File: src/rtl/lea_ctr_controller.sv
// rtl/lea_ctr_controller.sv - CTR-mode sequencer around one LEA block core.
// Optional WAIT_ENC watchdog with error output: define LEA_CTR_TIMEOUT_EN.
module lea_ctr_controller #(
  parameter int CTR_WIDTH      = 32,
  parameter int LEN_WIDTH      = 16,
  parameter int TIMEOUT_CYCLES = 1024
) (
  input  logic                 clk,
  input  logic                 rst,
  input  logic                 start,
  input  logic [127:0]         iv,
  input  logic [LEN_WIDTH-1:0] num_blocks,
  output logic                 busy,
  output logic                 done,
  input  logic                 s_valid,
  output logic                 s_ready,
  input  logic [127:0]         s_data,
  output logic                 m_valid,
  input  logic                 m_ready,
  output logic [127:0]         m_data,
  input  logic                 lea_key_ready,
  output logic                 lea_rq_data,
  output logic [127:0]         lea_block_i,
  input  logic                 lea_done,
  input  logic [127:0]         lea_block_o
`ifdef LEA_CTR_TIMEOUT_EN
  ,
  output logic                 error
`endif
);

  typedef enum logic [2:0] {
    IDLE,
    WAIT_KEY,
    REQ,
    WAIT_ENC,
    WAIT_DATA,
    OUTPUT,
    DONE,
    ABORT
  } state_t;

  if (TIMEOUT_CYCLES < 1) begin : g_bad_timeout
    $error("TIMEOUT_CYCLES must be at least 1");
  end

  state_t               state_q, state_d;
  logic [127:0]         ctr_q, ctr_d;
  logic [LEN_WIDTH-1:0] rem_q, rem_d;
  logic [127:0]         ks_q, ks_d;
  logic [127:0]         mdat_q, mdat_d;
  logic [127:0]         blk_q, blk_d;
  logic [CTR_WIDTH-1:0] ctr_lo_inc;

`ifdef LEA_CTR_TIMEOUT_EN
  localparam int WD_W = $clog2(TIMEOUT_CYCLES + 1);
  logic [WD_W-1:0] wd_q, wd_d;
  logic            wd_expired;

  assign wd_expired = (wd_q == WD_W'(TIMEOUT_CYCLES - 1));
  assign wd_d       = (state_q == WAIT_ENC) ? wd_q + WD_W'(1) : '0;

  always_ff @(posedge clk or posedge rst) begin
    if (rst) wd_q <= '0;
    else     wd_q <= wd_d;
  end

  assign error = (state_q == ABORT);
`endif

  // Only the low counter bits roll over; the nonce bits above never see a carry.
  assign ctr_lo_inc = ctr_q[CTR_WIDTH-1:0] + CTR_WIDTH'(1);

  always_comb begin
    state_d = state_q;
    ctr_d   = ctr_q;
    rem_d   = rem_q;
    ks_d    = ks_q;
    mdat_d  = mdat_q;
    blk_d   = blk_q;
    case (state_q)
      IDLE: begin
        if (start) begin
          if (num_blocks == '0) begin
            state_d = DONE;
          end else begin
            ctr_d   = iv;
            rem_d   = num_blocks;
            state_d = WAIT_KEY;
          end
        end
      end
      WAIT_KEY: begin
        if (lea_key_ready) state_d = REQ;
      end
      REQ: begin
        blk_d   = ctr_q;
        state_d = WAIT_ENC;
      end
      WAIT_ENC: begin
        if (lea_done) begin
          ks_d    = lea_block_o;
          state_d = WAIT_DATA;
        end
`ifdef LEA_CTR_TIMEOUT_EN
        else if (wd_expired) begin
          state_d = ABORT;
        end
`endif
      end
      WAIT_DATA: begin
        if (s_valid) begin
          mdat_d  = s_data ^ ks_q;
          state_d = OUTPUT;
        end
      end
      OUTPUT: begin
        if (m_ready) begin
          ctr_d[CTR_WIDTH-1:0] = ctr_lo_inc;
          rem_d                = rem_q - LEN_WIDTH'(1);
          state_d              = (rem_q == LEN_WIDTH'(1)) ? DONE : REQ;
        end
      end
      DONE:    state_d = IDLE;
      ABORT:   state_d = IDLE;
      default: state_d = IDLE;
    endcase
  end

  always_ff @(posedge clk or posedge rst) begin
    if (rst) begin
      state_q <= IDLE;
      ctr_q   <= '0;
      rem_q   <= '0;
      ks_q    <= '0;
      mdat_q  <= '0;
      blk_q   <= '0;
    end else begin
      state_q <= state_d;
      ctr_q   <= ctr_d;
      rem_q   <= rem_d;
      ks_q    <= ks_d;
      mdat_q  <= mdat_d;
      blk_q   <= blk_d;
    end
  end

  assign busy        = (state_q != IDLE) && (state_q != DONE) && (state_q != ABORT);
  assign done        = (state_q == DONE) || (state_q == ABORT);
  assign s_ready     = (state_q == WAIT_DATA);
  assign m_valid     = (state_q == OUTPUT);
  assign m_data      = mdat_q;
  assign lea_rq_data = (state_q == REQ);
  // The core sees the live counter during REQ, then the held copy until the next request.
  assign lea_block_i = (state_q == REQ) ? ctr_q : blk_q;

endmodule

File: config.mk
export PLATFORM = sky130hd
export DESIGN_NAME = lea_ctr_controller
export DESIGN_NICKNAME = d
export VERILOG_FILES = /design/src/rtl/lea_ctr_controller.sv
export SDC_FILE = /design/constraint.sdc
export NUM_CORES = 1
export LEC_CHECK = 0
export CAP_MARGIN = 15
export CORE_AREA = 2 2 259 261
export DETAILED_ROUTE_END_ITERATION = 12
export DIE_AREA = 0 0 261 263
export PLACE_DENSITY = 0.58
export SLEW_MARGIN = 20
export SYNTH_ARGS = -nofsm -noshare
export SYNTH_HDL_FRONTEND = slang
export SYNTH_SLANG_ARGS = --single-unit
export TNS_END_PERCENT = 10
File: constraint.sdc
create_clock -name clk -period 20.6 [get_ports clk]
set_input_delay 3.09 -clock clk [delete_from_list [all_inputs] [get_ports clk]]
set_output_delay 3.09 -clock clk [all_outputs]
set_load 0.03 [all_outputs]
==> out/qor.yml, run 1 <==
detailed_routing:
  final_antenna_net_count: 0
  drc: 0
  num_vias: 15750
  first_pass_iters: 5
  wl_met1_microns: 25790
  first_iter_violations: 913
  via_per_inst: 4.835
  wl_met3_microns: 6745
  wl_microns: 71110
  highest_layer: "met5"
  wl_per_cell_microns: 21.83
  wl_met2_microns: 36710
sta:
  setup_tns_ns: 0
  worstMarginPinSlew_ns: 1.093
  max_slew_margin_pct: 27.10
  setup_viol: 0
  hold_viol: 0
  clock-skew-final_ns: 0.01702
  period_needed_ns: 7.219
  timing.fmax_mhz: 138.5
  rsz0062_at_grt: "no"
  fin_crit_sh_pct: 35.04
  final-max-slew-violation-count: 0
pwr:
  leakagePower_nw: 12.78
  power_density_nw_per_um2: 172.4
  vdd_drop_max_v: 0.00008773
  total_power_mw: 5.404
clocking:
  clock_latency_ns: 0.61
  cts_tree: "done"
  ctsRootBufferMaster: "clkbuf_16"
  ctsHtreeMaxLevel: 2
  clock_path_buffers: 3
  holdBufCountCts: 0
  cts_buffers: 59
  clkTransAtPathRegs_ns: 0.06
  cts_sinks: 531
  cts_resized: 0
  cts_setup_buffers: 0
setup_path:
  crit_path_top_delay_cell: "buf_4"
  required_ns: 17.51
  path_cells: "nor3b_2, buf_4, buf_4, mux2_2, clkdlybuf4s50_1"
  crit_top_cell: "buf_4"
  crit_buf_inv: 3
  startpoint_type: "flip-flop"
  crit_arrival_ns: 4.13
  cp-end-kind: "output port"
  crit_family: "buffers and inverters"
  max_stage_delay_ns: 0.78
  crit_type: "reg2out"
  cp_max_fo: 70
synthesis:
  ys_types: 63
  synth_area_sq_um: 21910
  synthFlopType: "dfrtp_1"
  yosys-top-cells-area: "dfrtp_1 (61%), mux2_2 (17%), xnor2_1 (5.1%)"
  synth_area_per_cell_sq_um: 12.98
  async_flop_share_pct: 100.0
  syn-num-nets: 2098
  synth_seq_area_share_pct: 60.66
  synth_cells: 1688
  synth-edff-count: 0
  synth_top_area_share_pct: 60.66
  yosysTopAreaCell: "dfrtp_1"
  synth-seq-cells: 531
  yosys_warnings: 0
floorplanning:
  die-area_sq_um: 68640
  io_pins: 668
  die_w_microns: 261
  core_area_sq_um: 65630
  row_count: 94
  fp.dieH_microns: 263
  initial_core_util_pct: 33.38
cells_and_area:
  nNetsFinal: 2748
  final_cell_mix: "clkdlybuf4s50_1 (667), dfrtp_1 (531), mux2_2 (335)"
  area_delta_synth_final_pct: 43.06
  fillers: 5829
  design_area_sq_um: 31340
  layout_commonest_cell: "clkdlybuf4s50_1"
  layout.cells.non_filler: 3257
  layout-drive-gt1-share_pct: 19.58
global_routing:
  track_usage_pct: 20.32
  grt_max_degree: 152
  grt_antenna_before_repair: 29
  grt_pass1_wl_microns: 106000
  overflow: 0
  grt_pass1_vias: 16900
worst_hold_path:
  min_path_type: "reg2reg"
placement:
  gp_congestion: 0.8486
  placed_area_sq_um: 29390
  hpwl_microns: 52420
  port_buffers: 667
  dp.cells: 3139
run_status:
  status: "finished clean"
flow_run:
  drv_cap: 0
## cell families (layout without fill, tap and decap cells)
kind of cell	Yosys count	count (layout)	synth area share, %
muxes	355	355	18.24
xor gates and xnor gates	128	128	5.118
and+or+nand+nor	278	278	6.003
DFF	531	531	60.66
adders and majority gates	3	3	0.1714
AOI/OAI and AO/OA	289	289	7.614
buffers and inverters	104	796	2.199
other	0	13	0
## worst register-to-register path: stages, from the launching register on
cell	delay, ns
dfrtp_1	0.49
nor2_1	0.41
and3_4	0.89
buf_4	0.58
buf_16	0.33
buf_4	0.61
nor2_1	0.12
a21oi_1	0.16
## through the flow
| step | setup slack [ns] | hold slack [ns] | util (%) |
|---|---|---|---|
| 5_1_grt | 13.21 | 0.5069 | 47.74 |
| 4_1_cts | 13.32 | 0.4937 | 47.62 |
| 3_5_place_dp | 13.75 | 0.4804 | 44.79 |
| 2_1_floorplan | 2.671 | 0.4585 | - |
| 6_report | 13.38 | 0.4893 | 47.75 |
| 3_3_place_gp | 13.79 | 0.4687 | 44.79 |
## power breakdown
part	switching, mW	internal [mW]
Clock	0.425	0.594
Sequential	0.316	1.57
Combinational	1.34	1.16
## registers in the layout, summed over array words and instances, names as in the netlist
signal / count
blk_q: 128
ctr_q: 128
ks_q: 128
m_data: 128
rem_q: 16
state_q: 3
## routing by layer
metal / vias up / global-route usage, %
met5: - / 0
met4: 24 / 5.912
met3: 128 / 7.915
met2: 514 / 36.07
met1: 7860 / 22.27
li1: 7220 / -
## final timing paths
path,from,end,slack [ns],depth (start not counted)
hold / removal,ctr_q[59],ctr_q[59],0.49,1
setup reg to reg,state_q[0],m_data[44],16.93,7
max in group asynchronous,rst,blk_q[41],14.44,5
setup / recovery,state_q[1],lea_block_i[108],13.38,5
hold reg to reg,ctr_q[59],ctr_q[59],0.49,1
min in group asynchronous,rst,ks_q[124],3.03,2
## synth_stat cells, types with 8 or more instances
library cell,instances
dfrtp_1,531
mux2_2,335
a21oi_1,183
nor2_1,157
xnor2_1,128
buf_2,60
nand2_1,33
o21ai_0,31
clkbuf_1,27
nand3_1,26
mux2_1,18
o22ai_1,14
and3_1,10
a2bb2oi_1,9
nand4_1,8
## area by class of cell
class / count / area, sq um / area share (%)
Sequential cell: 531 / 13290 / 42.40
Multi-Input combinational cell: 1053 / 8178 / 26.09
Timing Repair Buffer: 685 / 6860 / 21.89
Clock buffer: 88 / 1755 / 5.601
Tap cell: 864 / 1081 / 3.450
Clock inverter: 15 / 106.4 / 0.3394
Inverter: 8 / 37.54 / 0.1198
Antenna cell: 13 / 32.53 / 0.1038
No activity file was read; power rests on OpenSTA's default activity.
==> inputs of run 2 (changes only) <==
Clock period 20.6 ns to 7.6 ns, I/O delays scaled along.
==> out/qor.yml, run 2 (synthesized netlist as in run 1, its figures left out) <==
setup_path:
  r2r_slack_ns: 4.53  # -12.40 ns
  crit_arrival_ns: 3.29  # -0.84 ns
  required_ns: 6.46  # -11.05 ns
  reg2regPathDepth: 5  # -2
  cp-end-kind: "output port"
  worst_r2r_endpoint: "ks_q[77]"
  crit_family: "buffers and inverters"
  max_stage_delay_ns: 0.80  # +0.02 ns
  crit_type: "reg2out"
  cp_max_fo: 75  # +7.1%
  crit_buf_inv: 2  # -1
  startpoint_type: "flip-flop"
  crit_path_top_delay_cell: "buf_4"
  path_cells: "nor3b_2, buf_4, mux2_2, clkdlybuf4s50_1"
  r2r_start: "state_q[2]"
detailed_routing:
  wl_microns: 69260  # -2.6%
  final_antenna_net_count: 0  # unchanged
  drc: 0  # unchanged
  num_vias: 15840  # +0.58%
  wl_per_cell_microns: 21.30  # -2.5%
  first_iter_violations: 794  # -13%
  via_per_inst: 4.870  # +0.73%
  first_pass_iters: 5  # unchanged
cells_and_area:
  layout_commonest_cell: "clkdlybuf4s50_1"
  utilization_pct: 47.84  # +0.086 points
  nNetsFinal: 2746  # -0.073%
  layout.cells.non_filler: 3252  # -0.15%
  layout-drive-gt1-share_pct: 19.70  # +0.12 points
  final_cell_mix: "clkdlybuf4s50_1 (667), dfrtp_1 (531), mux2_2 (335)"
  fillers: 5854  # +0.43%
  register_area_sq_um: 13290  # unchanged
  multiInputGateArea_sq_um: 8178  # unchanged
  area_delta_synth_final_pct: 43.32
global_routing:
  overflow: 0  # unchanged
  grt_pass1_vias: 16600  # -1.8%
  track_usage_pct: 19.72  # -0.59 points
  grt_antenna_before_repair: 23  # -21%
  grt_max_degree: 214  # +41%
  grt_pass1_wl_microns: 103600  # -2.2%
run_status:
  status: "finished clean"
worst_hold_path:
  min_from: "ctr_q[64]"
  hold_end: "ctr_q[64]"
  min_delay_path_depth: 1  # unchanged
  min_path_type: "reg2reg"
clocking:
  clkTransAtPathRegs_ns: 0.06  # about the same
  cts_sinks: 531  # unchanged
  cts_resized: 0  # unchanged
  cts_buffers: 59  # unchanged
  cts_setup_buffers: 0  # unchanged
  clock_latency_ns: 0.60  # about the same
  ctsHtreeMaxLevel: 2  # unchanged
  cts_tree: "done"
  holdBufCountCts: 0  # unchanged
  ctsRootBufferMaster: "clkbuf_16"
  clock_path_buffers: 3  # unchanged
sta:
  worstMarginPinSlew_ns: 1.049  # -0.04478 ns
  rsz0062_at_grt: "no"
  setup_viol: 0  # unchanged
  setup_tns_ns: 0  # unchanged
  period_needed_ns: 4.434
  timing.fmax_mhz: 225.5
  final-max-slew-violation-count: 0  # unchanged
  clock-skew-final_ns: 0.02026  # +0.003241 ns
  fin_crit_sh_pct: 58.35
  max_slew_margin_pct: 30.09  # +3.0 points
  hold_viol: 0  # unchanged
placement:
  gp_congestion: 0.8381  # -1.2%
  dp.cells: 3139  # unchanged
  hpwl_microns: 50530  # -3.6%
  port_buffers: 667  # unchanged
flow_run:
  drv_cap: 0  # unchanged
pwr:
  power_density_nw_per_um2: 467.3  # +170%
  vdd_drop_max_v: 0.0002336  # +170%
  leakagePower_nw: 12.80  # +0.16%
floorplanning:
  fp.dieH_microns: 263  # unchanged
  core_area_sq_um: 65630  # unchanged
  io_pins: 668  # unchanged
  row_count: 94  # unchanged
  initial_core_util_pct: 33.38  # unchanged
  die-area_sq_um: 68640  # unchanged
  die_w_microns: 261  # unchanged
run 2: changes by cell type in the layout (fill, tap and decap cells not counted), moves of 2 or more:
cell	change
clkbuf_8	-3
diode_2	-6
clkbuf_1	-2
bufinv_16	+3
buf_4	-3
buf_12	+3
clkinv_2	+2
clkinvlp_4	+2
run 2: power breakdown:
group | internal [mW] | total, mW | leakage [nW] | switching (mW)
sequential | 4.24 | 5.04 | 6.37 | 0.797
combinational | 3.14 | 6.77 | 5.47 | 3.63
clock | 1.69 | 2.86 | 0.964 | 1.16
total | 9.08 | 14.7 | 12.8 | 5.59
run 2: metal layers:
metal	up-vias	GRT usage, %	wire [microns]
met5	-	0	150
met4	20	4.315	1270
met3	103	7.943	6595
met2	507	34.86	35270
met1	7977	22.17	25970
li1	7230	-	-
run 2: per-stage QoR:
stage          hold slack (ns)  setup WS (ns)  power, mW  cell area (sq um)
2_1_floorplan           0.4585        -0.7581      9.228              21910
3_5_place_dp            0.4767          3.338      11.90              29440
4_1_cts                 0.4900          3.092      14.85              31380
5_1_grt                 0.5050          2.985      15.51              31390
6_report                0.4827          3.166      14.67              31400
3_3_place_gp            0.4681          3.305      11.75              29420
run 2: worst max-delay path by stage:
stage | slack, ns | startpoint | endpoint | cells past startpoint
floorplan | -0.76 | rst | blk_q[0] | 1
global placement | 3.31 | num_blocks[10] | ctr_q[56] | 6
detailed placement | 3.34 | num_blocks[10] | ctr_q[86] | 6
CTS | 3.09 | state_q[1] | lea_block_i[27] | 4
global route | 2.98 | state_q[1] | lea_block_i[28] | 4
finish | 3.17 | state_q[1] | lea_block_i[9] | 4
run 2: layout make-up:
type | instances | area share [%]
repair buffers | 683 | 21.85
multi-input cells | 1053 | 26.05
flip-flops and latches | 531 | 42.32
clock buffers | 83 | 5.436
well taps | 864 | 3.443
diodes | 7 | 0.05579
inverters | 8 | 0.1076
clock inverters | 23 | 0.7373
run 2: worst reg2reg max path: stages (launching register included):
cell     delay [ns]
dfrtp_1        0.56
inv_1          0.17
and3_1         0.28
nand2_4        0.61
buf_4          0.81
mux2_2         0.54
